## src/rtl/switch_allocator.sv

```systemverilog
// Wormhole switch allocator for the 5-port crossbar: round-robin per output, lock from head to tail, pop via grant.
// Head flit transfers 1 cycle after allocation; out_ready low holds the lock without counting as a stall.
module switch_allocator #(
  parameter int STALL_LIMIT = 16,
  parameter int SEL_W       = 3
) (
  input  logic                 clk_i,
  input  logic                 rst_n_i,
  input  logic [4:0]           req_valid_i,
  input  logic [5*SEL_W-1:0]   req_dest_i,
  input  logic [4:0]           req_tail_i,
  input  logic [4:0]           out_ready_i,
  output logic [4:0]           grant_o,
  output logic [5*SEL_W-1:0]   cs_sel_o,
  output logic [4:0]           cs_enable_o,
  output logic                 err_o,
  output logic [1:0]           err_code_o
);

  localparam int NP    = 5;
  localparam int CNT_W = (STALL_LIMIT > 0) ? $clog2(STALL_LIMIT + 1) : 1;
  localparam logic [CNT_W-1:0] STALL_LAST = CNT_W'(STALL_LIMIT - 1);
  localparam bit WD_EN = (STALL_LIMIT > 0);

  typedef enum logic {IDLE, LOCKED} state_t;

  state_t           state_q [NP];
  logic [SEL_W-1:0] owner_q [NP];
  logic [SEL_W-1:0] ptr_q   [NP];
  logic [CNT_W-1:0] cnt_q   [NP];
  logic             err_q;
  logic [1:0]       code_q;

  logic [SEL_W-1:0] dest   [NP];
  logic [SEL_W-1:0] winner [NP];
  logic [NP-1:0]    uturn, badport, legal, busy;
  logic [NP-1:0]    own_vld, xfer, rel_tail, rel_wd, win_vld;
  logic             err_set;
  logic [1:0]       err_cause;

  function automatic logic [SEL_W-1:0] inc_port(input logic [SEL_W-1:0] p);
    return (p == SEL_W'(NP - 1)) ? '0 : p + SEL_W'(1);
  endfunction

  always_comb begin
    for (int p = 0; p < NP; p++) begin
      dest[p]    = req_dest_i[SEL_W*p +: SEL_W];
      uturn[p]   = req_valid_i[p] && (dest[p] == SEL_W'(p));
      badport[p] = req_valid_i[p] && (dest[p] > SEL_W'(NP - 1));
      legal[p]   = req_valid_i[p] && !uturn[p] && !badport[p];
    end
  end

  // An input that already holds any output may not compete for another one.
  always_comb begin
    busy = '0;
    for (int q = 0; q < NP; q++) begin
      if (state_q[q] == LOCKED) begin
        for (int p = 0; p < NP; p++) begin
          if (owner_q[q] == SEL_W'(p)) busy[p] = 1'b1;
        end
      end
    end
  end

  always_comb begin
    own_vld  = '0;
    xfer     = '0;
    rel_tail = '0;
    rel_wd   = '0;
    win_vld  = '0;
    for (int q = 0; q < NP; q++) begin
      logic [SEL_W-1:0] own_dst;
      logic             own_tail;
      int               idx;
      own_dst   = '0;
      own_tail  = 1'b0;
      idx       = 0;
      winner[q] = '0;
      for (int p = 0; p < NP; p++) begin
        if (owner_q[q] == SEL_W'(p)) begin
          own_vld[q] = req_valid_i[p];
          own_dst    = dest[p];
          own_tail   = req_tail_i[p];
        end
      end
      if (state_q[q] == LOCKED) begin
        xfer[q]     = own_vld[q] && out_ready_i[q] && (own_dst == SEL_W'(q));
        rel_tail[q] = xfer[q] && own_tail;
        rel_wd[q]   = WD_EN && !own_vld[q] && (cnt_q[q] == STALL_LAST);
      end
      // Scan upward from the pointer; the first free legal requester wins.
      for (int k = 0; k < NP; k++) begin
        idx = (int'(ptr_q[q]) + k) % NP;
        if (!win_vld[q] && legal[idx] && !busy[idx] && (dest[idx] == SEL_W'(q))) begin
          win_vld[q] = 1'b1;
          winner[q]  = SEL_W'(idx);
        end
      end
    end
  end

  always_comb begin
    grant_o  = '0;
    cs_sel_o = '0;
    for (int q = 0; q < NP; q++) begin
      if (state_q[q] == LOCKED) begin
        for (int p = 0; p < NP; p++) begin
          if (owner_q[q] == SEL_W'(p)) begin
            cs_sel_o[SEL_W*p +: SEL_W] = SEL_W'(q);
            if (xfer[q]) grant_o[p] = 1'b1;
          end
        end
      end
    end
  end

  assign cs_enable_o = grant_o;

  always_comb begin
    err_set   = (|uturn) || (|badport) || (|rel_wd);
    err_cause = (|uturn) ? 2'd1 : ((|badport) ? 2'd2 : 2'd3);
  end

  always_ff @(posedge clk_i or negedge rst_n_i) begin
    if (!rst_n_i) begin
      for (int q = 0; q < NP; q++) begin
        state_q[q] <= IDLE;
        owner_q[q] <= '0;
        ptr_q[q]   <= inc_port(SEL_W'(q));
        cnt_q[q]   <= '0;
      end
      err_q  <= 1'b0;
      code_q <= 2'd0;
    end else begin
      for (int q = 0; q < NP; q++) begin
        if (state_q[q] == IDLE) begin
          if (win_vld[q]) begin
            state_q[q] <= LOCKED;
            owner_q[q] <= winner[q];
            cnt_q[q]   <= '0;
          end
        end else begin
          if (rel_tail[q] || rel_wd[q]) begin
            state_q[q] <= IDLE;
            ptr_q[q]   <= inc_port(owner_q[q]);
            cnt_q[q]   <= '0;
          end else if (own_vld[q]) begin
            cnt_q[q] <= '0;
          end else if (WD_EN) begin
            cnt_q[q] <= cnt_q[q] + CNT_W'(1);
          end
        end
      end
      if (!err_q && err_set) begin
        err_q  <= 1'b1;
        code_q <= err_cause;
      end
    end
  end

  assign err_o      = err_q;
  assign err_code_o = code_q;

endmodule

```

## config.mk

```make
export PLATFORM = sky130hd
export DESIGN_NAME = switch_allocator
export DESIGN_NICKNAME = d
export VERILOG_FILES = /design/src/rtl/switch_allocator.sv
export SDC_FILE = /design/constraint.sdc
export NUM_CORES = 1
export LEC_CHECK = 0
export ABC_AREA = 1
export BUFFER_PORTS_ARGS = -buffer_cell sky130_fd_sc_hd__buf_2
export CAP_MARGIN = 20
export CORE_MARGIN = 1.5
export CORE_UTILIZATION = 35
export DETAILED_ROUTE_END_ITERATION = 10
export SLEW_MARGIN = 20
export SYNTH_ARGS = -nofsm -noshare
export SYNTH_HDL_FRONTEND = slang
export SYNTH_SLANG_ARGS = --single-unit
export TNS_END_PERCENT = 5
```

## constraint.sdc

```tcl
create_clock -name clk_i -period 5.5 [get_ports clk_i]
set_clock_uncertainty 0.1 [all_clocks]
set_input_delay 0.825 -clock clk_i [delete_from_list [all_inputs] [get_ports clk_i]]
set_output_delay 0.825 -clock clk_i [all_outputs]
set_load 0.05 [all_outputs]
```

==> results of run 1 <==
[cell usage after synthesis (4+ instances only)]
library cell,instances
o21ai_1,29
nand3b_1,12
a21oi_1,56
clkinv_1,4
a22oi_1,4
nor2_2,14
nor2_1,163
ha_1,126
xor2_1,34
nand3_1,195
o21ai_0,144
xnor2_1,5
nor2_4,9
o211ai_1,25
a21o_1,5
o21bai_1,4
a21oi_2,10
o31ai_1,5
inv_2,32
dfrtp_1,58
nand2_2,31
a31oi_1,8
inv_1,312
nand4_1,40
buf_2,5
nand2_1,525
o22ai_1,12
nor3_1,16
dfstp_2,5
buf_4,10
nand3_2,8
o21ai_2,7
clkbuf_1,6
o221ai_1,8
[final cells by class]
type	count	area (sq um)	share of cell area
Multi-Input combinational cell	1543	8750	0.682
Sequential cell	63	1580	0.123
Inverter	352	1330	0.104
Tap cell	448	561	0.0437
Timing Repair Buffer	61	310	0.0242
Clock buffer	10	239	0.0186
Clock inverter	6	45.0	0.00351
Antenna cell	2	5.00	0.000390
[logic make-up after synthesis]
kind of cell | share of synthesized area
AND/OR/NAND/NOR | 0.391
buffers and inverters | 0.126
AO/OA/AOI/OAI | 0.173
adder cells (fa/ha/maj) | 0.137
flip-flops | 0.134
XOR/XNOR | 0.0377
multiplexers | 0.00169
[path summary, 6_finish.rpt]
path	from	to
max reg2reg	ptr_q[6]$_DFFE_PN1P_	state_q[2]$_DFF_PN0_
min reg2reg	err_code_o[1]$_DFFE_PN0P_	err_code_o[1]$_DFFE_PN0P_
min in group asynchronous	rst_n_i	ptr_q[4]$_DFFE_PN0P_
max in group asynchronous	rst_n_i	cnt_q[22]$_DFFE_PN0P_
min	err_code_o[1]$_DFFE_PN0P_	err_code_o[1]$_DFFE_PN0P_
max	ptr_q[6]$_DFFE_PN1P_	state_q[2]$_DFF_PN0_
[state kept, by name, summed over array words and instances, names as in the netlist]
register / count
ptr_q: 15
owner_q: 15
cnt_q: 25
state_q: 5
err_o: 1
err_code_o: 2
[per-stage QoR]
step	instance area, sq um	std cells	utilization	setup slack, ns
after global placement	12500	2467	0.376	1.09
after detailed placement	12500	2467	0.376	0.912
after floorplan	11800	1982	-	1.53
after global routing	12800	2483	0.384	0.460
after CTS	12800	2483	0.384	0.918
final	12800	2485	0.384	0.918
[worst reg2reg max path, delay by kind of cell (launching register included)]
kind                     cells  cell delay, ns
XOR/XNOR                     1            0.17
adder cells (fa/ha/maj)      3            0.89
flip-flops                   1            0.69
AO/OA/AOI/OAI                5            0.72
AND/OR/NAND/NOR              8            1.15
buffers and inverters        4            0.74
[per-layer routing]
layer | global-route usage | share of wire
met1 | 0.301 | 0.47
met2 | 0.360 | 0.45
met3 | 0.0284 | 0.055
met4 | 0.0754 | 0.028
met5 | 0 | 0.00033
==> impl_metrics.env, run 1 <==
export IMPL_status="complete, no violations"
export IMPL_crit_chain="clkinv_1, ha_1, nor2_1, a21boi_1, xor2_1, ha_1, fa_1, inv_1, nor2_1, nand2_1, nand2_1, nand2_1, inv_1, nand3_1, nor2_1, a21oi_1, nand4_2, a21oi_4, a21oi_2, inv_2, o21ai_0"
export IMPL_rsz0062_at_grt="false"
export IMPL_nNetsFinal=2190
export IMPL_max_freq_mhz=218
export IMPL_finalHoldViolCount=0
export IMPL_worst_slew_pin_slew_ns=0.932
export IMPL_die_w_um=187
export IMPL_required_ns=5.63
export IMPL_fin_crit_ns=4.58
export IMPL_worstSetupPathType="reg2reg"
export IMPL_slowest_delay_ns=0.69
export IMPL_start_util=0.354
export IMPL_synth_top_cell_area_share=0.167
export IMPL_routed_wl_um=39100
export IMPL_io_pins=60
export IMPL_cts_buffer_depth=2
export IMPL_antenna_found_initial=1
export IMPL_dieArea_sq_um=34900
export IMPL_antenna_left=0
export IMPL_avgSynthCellArea_sq_um=5.96
export IMPL_vias=13000
export IMPL_cts_hold_buf=0
export IMPL_track_usage=0.221
export IMPL_cts_buffers_inserted=9
export IMPL_rr_worst_depth=21
export IMPL_cts_sinks=63
export IMPL_cts_root_buf="clkbuf_16"
export IMPL_grt_max_degree=64
export IMPL_grt_pass1_vias=12000
export IMPL_critPathCaptureType="register"
export IMPL_crit_buf_inv=4
export IMPL_row_count=67
export IMPL_synth_ff_type="dfrtp_1"
export IMPL_relSlewSlack=0.379
export IMPL_tritoncts="built"
export IMPL_syn_area_sq_um=11800
export IMPL_synth_warnings=0
export IMPL_dr_pass1_iters=5
export IMPL_post_cts_setup_buffers=0
export IMPL_syn_nets=2142
export IMPL_reg2reg_slack_ns=0.92
export IMPL_maxCapViolCount=0
export IMPL_synthTopCellsByArea="nand2_1, ha_1, dfrtp_1"
export IMPL_cts_repair_resized=0
export IMPL_gr_total_overflow=0
export IMPL_clk_pin_slew_ns=0.06
export IMPL_synth_edff_count=0
export IMPL_drive_gt1_frac=0.108
export IMPL_fp_coreArea_sq_um=33400
export IMPL_ys_seq_area_frac=0.134
export IMPL_n_fill_cell=3687
export IMPL_worst_path_stages=21
export IMPL_cpMaxStageDelayCell="dfstp_2"
export IMPL_syn_instance_count=1982
export IMPL_h_tree_depth=3
export IMPL_yosys_area_top_type="nand2_1"
export IMPL_gp_congestion=1.01
export IMPL_port_buffers=59
export IMPL_crit_fanout=20
export IMPL_setup_tns_ns=0
export IMPL_arrival_ns=4.71
export IMPL_clk_latency_ns=0.36
export IMPL_syn2layout_area_growth_pct=8.49
export IMPL_viasPerCell=5.23
export IMPL_netlist_cell_type_count=68
export IMPL_startpoint_type="register"
export IMPL_drcViolationCount=0
export IMPL_cp_top_family="simple AND/OR/NAND/NOR gates"
export IMPL_finalSetupViolations=0
export IMPL_ys_ff_latch=63
export IMPL_grt_pass1_wl_um=62300
export IMPL_drt_iter0_markers=1069
export IMPL_final_common_cell="nand2_1"
export IMPL_fin_hold_ws_ns=0.393
export IMPL_hold_path_class="reg2reg"
export IMPL_routedWlPerCell_um=15.7
export IMPL_die_y_um=187
export IMPL_hold_depth=2
export IMPL_dp_final_hpwl_um=32100
export IMPL_async_flop_share=1.00
export IMPL_slew_viol_final=0
export IMPL_post_route_period_util=0.833
export IMPL_layout_common_cells="nand2_1, inv_1, nand3_1"
Power of run 1 is left out: the tool's default activity adds up to more than one toggle a clock period on the data nets, which glitch-free logic cannot reach.
==> run 2, diff against run 1 <==
--- a/config.mk
+++ b/config.mk
@@ -5,7 +5,7 @@
 export SDC_FILE = /design/constraint.sdc
 export NUM_CORES = 1
 export LEC_CHECK = 0
-export ABC_AREA = 1
+export ABC_AREA = 0
 export BUFFER_PORTS_ARGS = -buffer_cell sky130_fd_sc_hd__buf_2
 export CAP_MARGIN = 20
 export CORE_MARGIN = 1.5
==> constraint.sdc (replaced) <==
create_clock -name clk_i -period 4.5 [get_ports clk_i]
set_clock_uncertainty 0.1 [all_clocks]
set_input_delay 0.675 -clock clk_i [delete_from_list [all_inputs] [get_ports clk_i]]
set_output_delay 0.675 -clock clk_i [all_outputs]
set_load 0.05 [all_outputs]
==> impl_metrics.env, run 2 <==
export IMPL_status="complete, no violations"
export IMPL_clk_pin_slew_ns=0.07
export IMPL_grt_max_degree=40
export IMPL_max_freq_mhz=233
export IMPL_final_area_sq_um=13800
export IMPL_hold_path_class="in2async"
export IMPL_drcViolationCount=0
export IMPL_die_y_um=189
export IMPL_antenna_left=0
export IMPL_track_usage=0.231
export IMPL_port_buffers=59
export IMPL_layout_setup_ws_ns=0.212
export IMPL_yosys_area_top_type="ha_1"
export IMPL_gr_total_overflow=0
export IMPL_cts_buffer_depth=2
export IMPL_instances_no_fill=2196
export IMPL_fin_hold_ws_ns=0.266
export IMPL_synth_warnings=0
export IMPL_largest_reg_flops=25
export IMPL_slew_viol_final=0
export IMPL_dieArea_sq_um=35600
export IMPL_tritoncts="built"
export IMPL_gp_congestion=1.00
export IMPL_dpl_cell_area_sq_um=13200
export IMPL_synth_edff_count=0
export IMPL_avgSynthCellArea_sq_um=7.23
export IMPL_regMostFlops="cnt_q"
export IMPL_relSlewSlack=0.383
export IMPL_dp_final_hpwl_um=32900
export IMPL_grt_pass1_wl_um=66200
export IMPL_cts_root_buf="clkbuf_16"
export IMPL_drt_iter0_markers=1087
export IMPL_worstSetupPathType="reg2reg"
export IMPL_critPathCaptureType="register"
export IMPL_cpMaxStageDelayCell="dfstp_2"
export IMPL_top_regs="cnt_q x25, owner_q x15, ptr_q x15"
export IMPL_crit_chain="inv_1, ha_2, xnor2_4, inv_2, ha_1, nor2_1, a21oi_1, xnor2_2, ha_1, inv_1, nor2_2, o32ai_4, nor2b_1, a22oi_1, or4_1, o21ai_2, nand2b_4, nor3_2, buf_4, mux2_2"
export IMPL_syn_area_sq_um=12100
export IMPL_finalHoldViolCount=0
export IMPL_syn_nets=1829
export IMPL_final_common_cell="nand2_1"
export IMPL_rr_worst_depth=20
export IMPL_fin_crit_ns=4.29
export IMPL_r2r_start="ptr_q[7]$_DFFE_PN1P_"
export IMPL_arrival_ns=4.42
export IMPL_drive_gt1_frac=0.152
export IMPL_nNetsFinal=1902
export IMPL_vias=13300
export IMPL_ys_ff_latch=63
export IMPL_viasPerCell=6.05
export IMPL_routedWlPerCell_um=19.3
export IMPL_cts_sinks=63
export IMPL_n_fill_cell=3496
export IMPL_dr_pass1_iters=6
export IMPL_fp_coreArea_sq_um=33800
export IMPL_startpoint_type="register"
export IMPL_antenna_found_initial=1
export IMPL_grt_pass1_vias=12200
export IMPL_maxCapViolCount=0
export IMPL_cts_hold_buf=0
export IMPL_clk_latency_ns=0.36
export IMPL_synthTopCellsByArea="ha_1, dfrtp_1, o21ai_0"
export IMPL_row_count=67
export IMPL_worst_r2r_endpoint="cnt_q[10]$_DFFE_PN0P_"
export IMPL_slowest_delay_ns=0.53
export IMPL_worst_slew_pin_slew_ns=0.920
export IMPL_rsz0062_at_grt="true"
export IMPL_start_util=0.357
export IMPL_post_route_period_util=0.953
export IMPL_synth_ff_type="dfrtp_1"
export IMPL_syn_instance_count=1669
export IMPL_synthMostInstantiatedCell="nand2_1"
export IMPL_syn2layout_area_growth_pct=14.0
export IMPL_synth_commonest_cells="nand2_1, nor2_1, ha_1"
export IMPL_dp_cells=2168
export IMPL_h_tree_depth=3
export IMPL_async_flop_share=1.00
export IMPL_crit_fanout=8
export IMPL_reg2reg_slack_ns=0.21
export IMPL_ys_seq_area_frac=0.131
export IMPL_routed_wl_um=42300
export IMPL_required_ns=4.63
export IMPL_netlist_cell_type_count=98
export IMPL_cts_buffers_inserted=9
export IMPL_die_w_um=189
export IMPL_place_ws_ns=0.0218
export IMPL_layout_common_cells="nand2_1, nor2_1, ha_1"
export IMPL_synth_top_cell_area_share=0.131
export IMPL_finalSetupViolations=0
export IMPL_io_pins=60
## run 2: cell types whose count changed after synthesis, sizes merged, moves of 44 or more
cell	before	now
a21oi	69	113
inv	348	102
nand2	557	148
nand3	204	69
nor2	187	133
nor3	18	67
o21ai	181	119
## run 2: routing by layer
metal,track usage,part of all wire,vias up
met5,0,0,-
met4,0.104,0.045,0
met2,0.373,0.45,500
met1,0.306,0.44,6293
met3,0.0292,0.059,103
li1,-,-,6392
## run 2: repair_timing
item	CTS	global route
setup buffers	0	10
endpoints found under the setup margin	2	41
gates resized for setup	1	34
pin swaps	0	11
gates cloned	0	1
## run 2: worst max path at each step
stage	startpoint	endpoint	slack (ns)	cells after the start
floorplan	ptr_q[6]$_DFFE_PN1P_	owner_q[6]$_DFFE_PN0P_	-0.03	22
CTS	ptr_q[10]$_DFFE_PN1P_	cnt_q[17]$_DFFE_PN0P_	0.02	19
global placement	ptr_q[1]$_DFFE_PN0P_	cnt_q[1]$_DFFE_PN0P_	0.22	19
finish	ptr_q[7]$_DFFE_PN1P_	cnt_q[10]$_DFFE_PN0P_	0.21	20
global route	ptr_q[1]$_DFFE_PN0P_	cnt_q[3]$_DFFE_PN0P_	-0.07	20
detailed placement	ptr_q[7]$_DFFE_PN1P_	owner_q[6]$_DFFE_PN0P_	0.02	16
## run 2: worst max-delay path, delay by kind of cell, from the launching register on
kind,cells,cell delay [ns]
AOI/OAI and AO/OA,4,0.45
xor gates and xnor gates,2,0.44
adders and majority gates,3,0.67
buffers and inverters,4,0.49
DFF,1,0.53
muxes,1,0.27
and+or+nand+nor,6,1.22
## run 2: kinds of logic (layout without fill, tap and decap cells)
| family | after synthesis | after routing | synth area share |
|---|---|---|---|
| flip-flops | 63 | 63 | 0.131 |
| buffers and inverters | 192 | 269 | 0.0649 |
| AND/OR/NAND/NOR | 647 | 647 | 0.277 |
| AO/OA/AOI/OAI | 526 | 527 | 0.295 |
| other | 0 | 1 | 0 |
| XOR/XNOR | 48 | 48 | 0.0361 |
| adder cells (fa/ha/maj) | 131 | 131 | 0.136 |
| multiplexers | 62 | 62 | 0.0588 |
## run 2: final cells by class
| cell class | instances | area, sq um | share of cell area |
|---|---|---|---|
| multi-input cells | 1415 | 9910 | 0.720 |
| flip-flops and latches | 63 | 1580 | 0.115 |
| diodes | 1 | 2.50 | 0.000182 |
| inverters | 108 | 414 | 0.0301 |
| clock inverters | 7 | 125 | 0.00909 |
| well taps | 448 | 561 | 0.0407 |
| clock buffers | 9 | 225 | 0.0164 |
| repair buffers | 145 | 941 | 0.0684 |
## run 2: metrics by stage
stage,setup TNS [ns],util
6_report,0,0.407
5_1_grt,-0.316,0.407
2_1_floorplan,-0.0258,-
3_3_place_gp,0,0.390
4_1_cts,0,0.400
3_5_place_dp,0,0.390
Power of run 2 is left out for the same reason.
==> run 3, diff against run 2 <==
--- a/config.mk
+++ b/config.mk
@@ -8,8 +8,9 @@
 export ABC_AREA = 0
 export BUFFER_PORTS_ARGS = -buffer_cell sky130_fd_sc_hd__buf_2
 export CAP_MARGIN = 20
-export CORE_MARGIN = 1.5
+export CORE_MARGIN = 2
 export CORE_UTILIZATION = 35
+export CTS_BUF_LIST = sky130_fd_sc_hd__clkbuf_8
 export DETAILED_ROUTE_END_ITERATION = 10
 export SLEW_MARGIN = 20
 export SYNTH_ARGS = -nofsm -noshare
==> impl_metrics.env, run 3 (same netlist as run 2, synthesis figures left out) <==
export IMPL_status="complete, no violations"
export IMPL_start_util=0.352
export IMPL_clk_pin_slew_ns=0.09
export IMPL_reg2reg_slack_ns=0.23
export IMPL_regMostFlops="cnt_q"
export IMPL_h_tree_depth=3
export IMPL_dpl_cell_area_sq_um=13200
export IMPL_die_w_um=190
export IMPL_cp_top_family="adder cells"
export IMPL_routedWlPerCell_um=19.0
export IMPL_gp_congestion=0.989
export IMPL_startpoint_type="register"
export IMPL_vias=13500
export IMPL_crit_buf_inv=1
export IMPL_fp_coreArea_sq_um=34300
export IMPL_arrival_ns=4.45
export IMPL_cpMaxStageDelayCell="dfstp_2"
export IMPL_die_y_um=190
export IMPL_max_freq_mhz=234
export IMPL_critPathCaptureType="register"
export IMPL_layout_common_cells="nand2_1, nor2_1, ha_1"
export IMPL_slew_viol_final=0
export IMPL_cts_buffer_depth=2
export IMPL_fin_crit_ns=4.27
export IMPL_tritoncts="built"
export IMPL_row_count=68
export IMPL_required_ns=4.67
export IMPL_post_route_period_util=0.950
export IMPL_hold_path_class="in2async"
export IMPL_rr_worst_depth=16
export IMPL_largest_reg_flops=25
export IMPL_finalSetupViolations=0
export IMPL_cts_hold_buf=0
export IMPL_cpMostUsedCell="ha_1"
export IMPL_track_usage=0.228
export IMPL_cts_sinks=63
export IMPL_crit_chain="inv_1, ha_1, nor3_2, nand2b_1, xnor2_1, ha_1, fa_1, o21ai_2, mux2i_4, nor3_1, o31ai_2, o41ai_2, nor2_2, nand2b_4, o21a_1, mux2_2"
export IMPL_io_pins=60
export IMPL_relSlewSlack=0.369
export IMPL_r2r_start="ptr_q[7]$_DFFE_PN1P_"
export IMPL_viasPerCell=6.09
export IMPL_routed_wl_um=41900
export IMPL_final_common_cell="nand2_1"
export IMPL_antenna_found_initial=7
export IMPL_grt_pass1_vias=12600
export IMPL_cts_buffers_inserted=9
export IMPL_fin_hold_ws_ns=0.251
export IMPL_slowest_delay_ns=0.53
export IMPL_drcViolationCount=0
export IMPL_crit_fanout=8
export IMPL_drive_gt1_frac=0.158
export IMPL_grt_max_degree=34
export IMPL_syn2layout_area_growth_pct=13.4
export IMPL_gr_total_overflow=0
export IMPL_wl_met1_um=18100
export IMPL_worstSetupPathType="reg2reg"
export IMPL_highest_layer="met5"
export IMPL_top_regs="cnt_q x25, owner_q x15, ptr_q x15"
export IMPL_worst_r2r_endpoint="owner_q[6]$_DFFE_PN0P_"
export IMPL_antenna_left=0
export IMPL_maxCapViolCount=0
export IMPL_nNetsFinal=1905
export IMPL_met2_length_um=18600
export IMPL_drt_iter0_markers=1296
export IMPL_wl_met3_um=2970
export IMPL_port_buffers=59
export IMPL_clk_latency_ns=0.38
export IMPL_dp_final_hpwl_um=32300
export IMPL_dieArea_sq_um=36000
export IMPL_worst_slew_pin_slew_ns=0.939
export IMPL_cts_root_buf="clkbuf_8"
export IMPL_grt_pass1_wl_um=66700
export IMPL_final_area_sq_um=13700
export IMPL_rsz0062_at_grt="true"
export IMPL_finalHoldViolCount=0
export IMPL_dr_pass1_iters=6
[run 3: worst register-to-register path, cell delays in order (launching register included)]
cell      delay, ns
dfstp_2        0.53
inv_1          0.15
ha_1           0.37
nor3_2         0.24
nand2b_1       0.15
xnor2_1        0.09
ha_1           0.21
fa_1           0.42
o21ai_2        0.16
mux2i_4        0.36
nor3_1         0.09
o31ai_2        0.30
o41ai_2        0.18
nor2_2         0.22
nand2b_4       0.10
o21a_1         0.22
mux2_2         0.27
[run 3: layout make-up]
type | instances | area (sq um)
diodes | 6 | 15.0
clock buffers | 10 | 138
clock inverters | 6 | 92.6
fillers | 3546 | 20600
inverters | 108 | 408
multi-input cells | 1414 | 9920
flip-flops and latches | 63 | 1580
well taps | 455 | 569
repair buffers | 149 | 971
[run 3: layer usage]
| metal | vias to the layer above | global-route usage |
|---|---|---|
| met5 | - | 0 |
| met4 | 2 | 0.117 |
| met3 | 147 | 0.0315 |
| met2 | 582 | 0.365 |
| met1 | 6346 | 0.301 |
| li1 | 6384 | - |
[run 3: through the flow]
step | util | setup slack, ns | std cells | setup TNS [ns]
3_5_place_dp | 0.385 | -0.0647 | 2180 | -0.121
5_1_grt | 0.399 | -0.0628 | 2206 | -0.243
6_report | 0.399 | 0.226 | 2211 | 0
2_1_floorplan | - | -0.0258 | 1669 | -0.0258
4_1_cts | 0.392 | 0.00340 | 2196 | 0
3_3_place_gp | 0.385 | 0.108 | 2180 | 0
[run 3: what timing repair did]
action                     in CTS  in global routing
gates resized for setup         2                 39
setup endpoints to repair       7                 42
pin swaps                       0                 11
buffers inserted                0                  9
cloned                          0                  0
[run 3: worst max path at each step]
stage / from / endpoint / slack (ns) / cells after the start
floorplan: ptr_q[6]$_DFFE_PN1P_ / owner_q[6]$_DFFE_PN0P_ / -0.03 / 22
global placement: ptr_q[10]$_DFFE_PN1P_ / cnt_q[17]$_DFFE_PN0P_ / 0.11 / 19
detailed placement: ptr_q[10]$_DFFE_PN1P_ / cnt_q[17]$_DFFE_PN0P_ / -0.06 / 19
CTS: ptr_q[10]$_DFFE_PN1P_ / cnt_q[17]$_DFFE_PN0P_ / 0.003 / 19
global route: ptr_q[0]$_DFFE_PN0P_ / cnt_q[4]$_DFFE_PN0P_ / -0.06 / 20
finish: ptr_q[7]$_DFFE_PN1P_ / owner_q[6]$_DFFE_PN0P_ / 0.23 / 16
Power of run 3 is left out for the same reason.
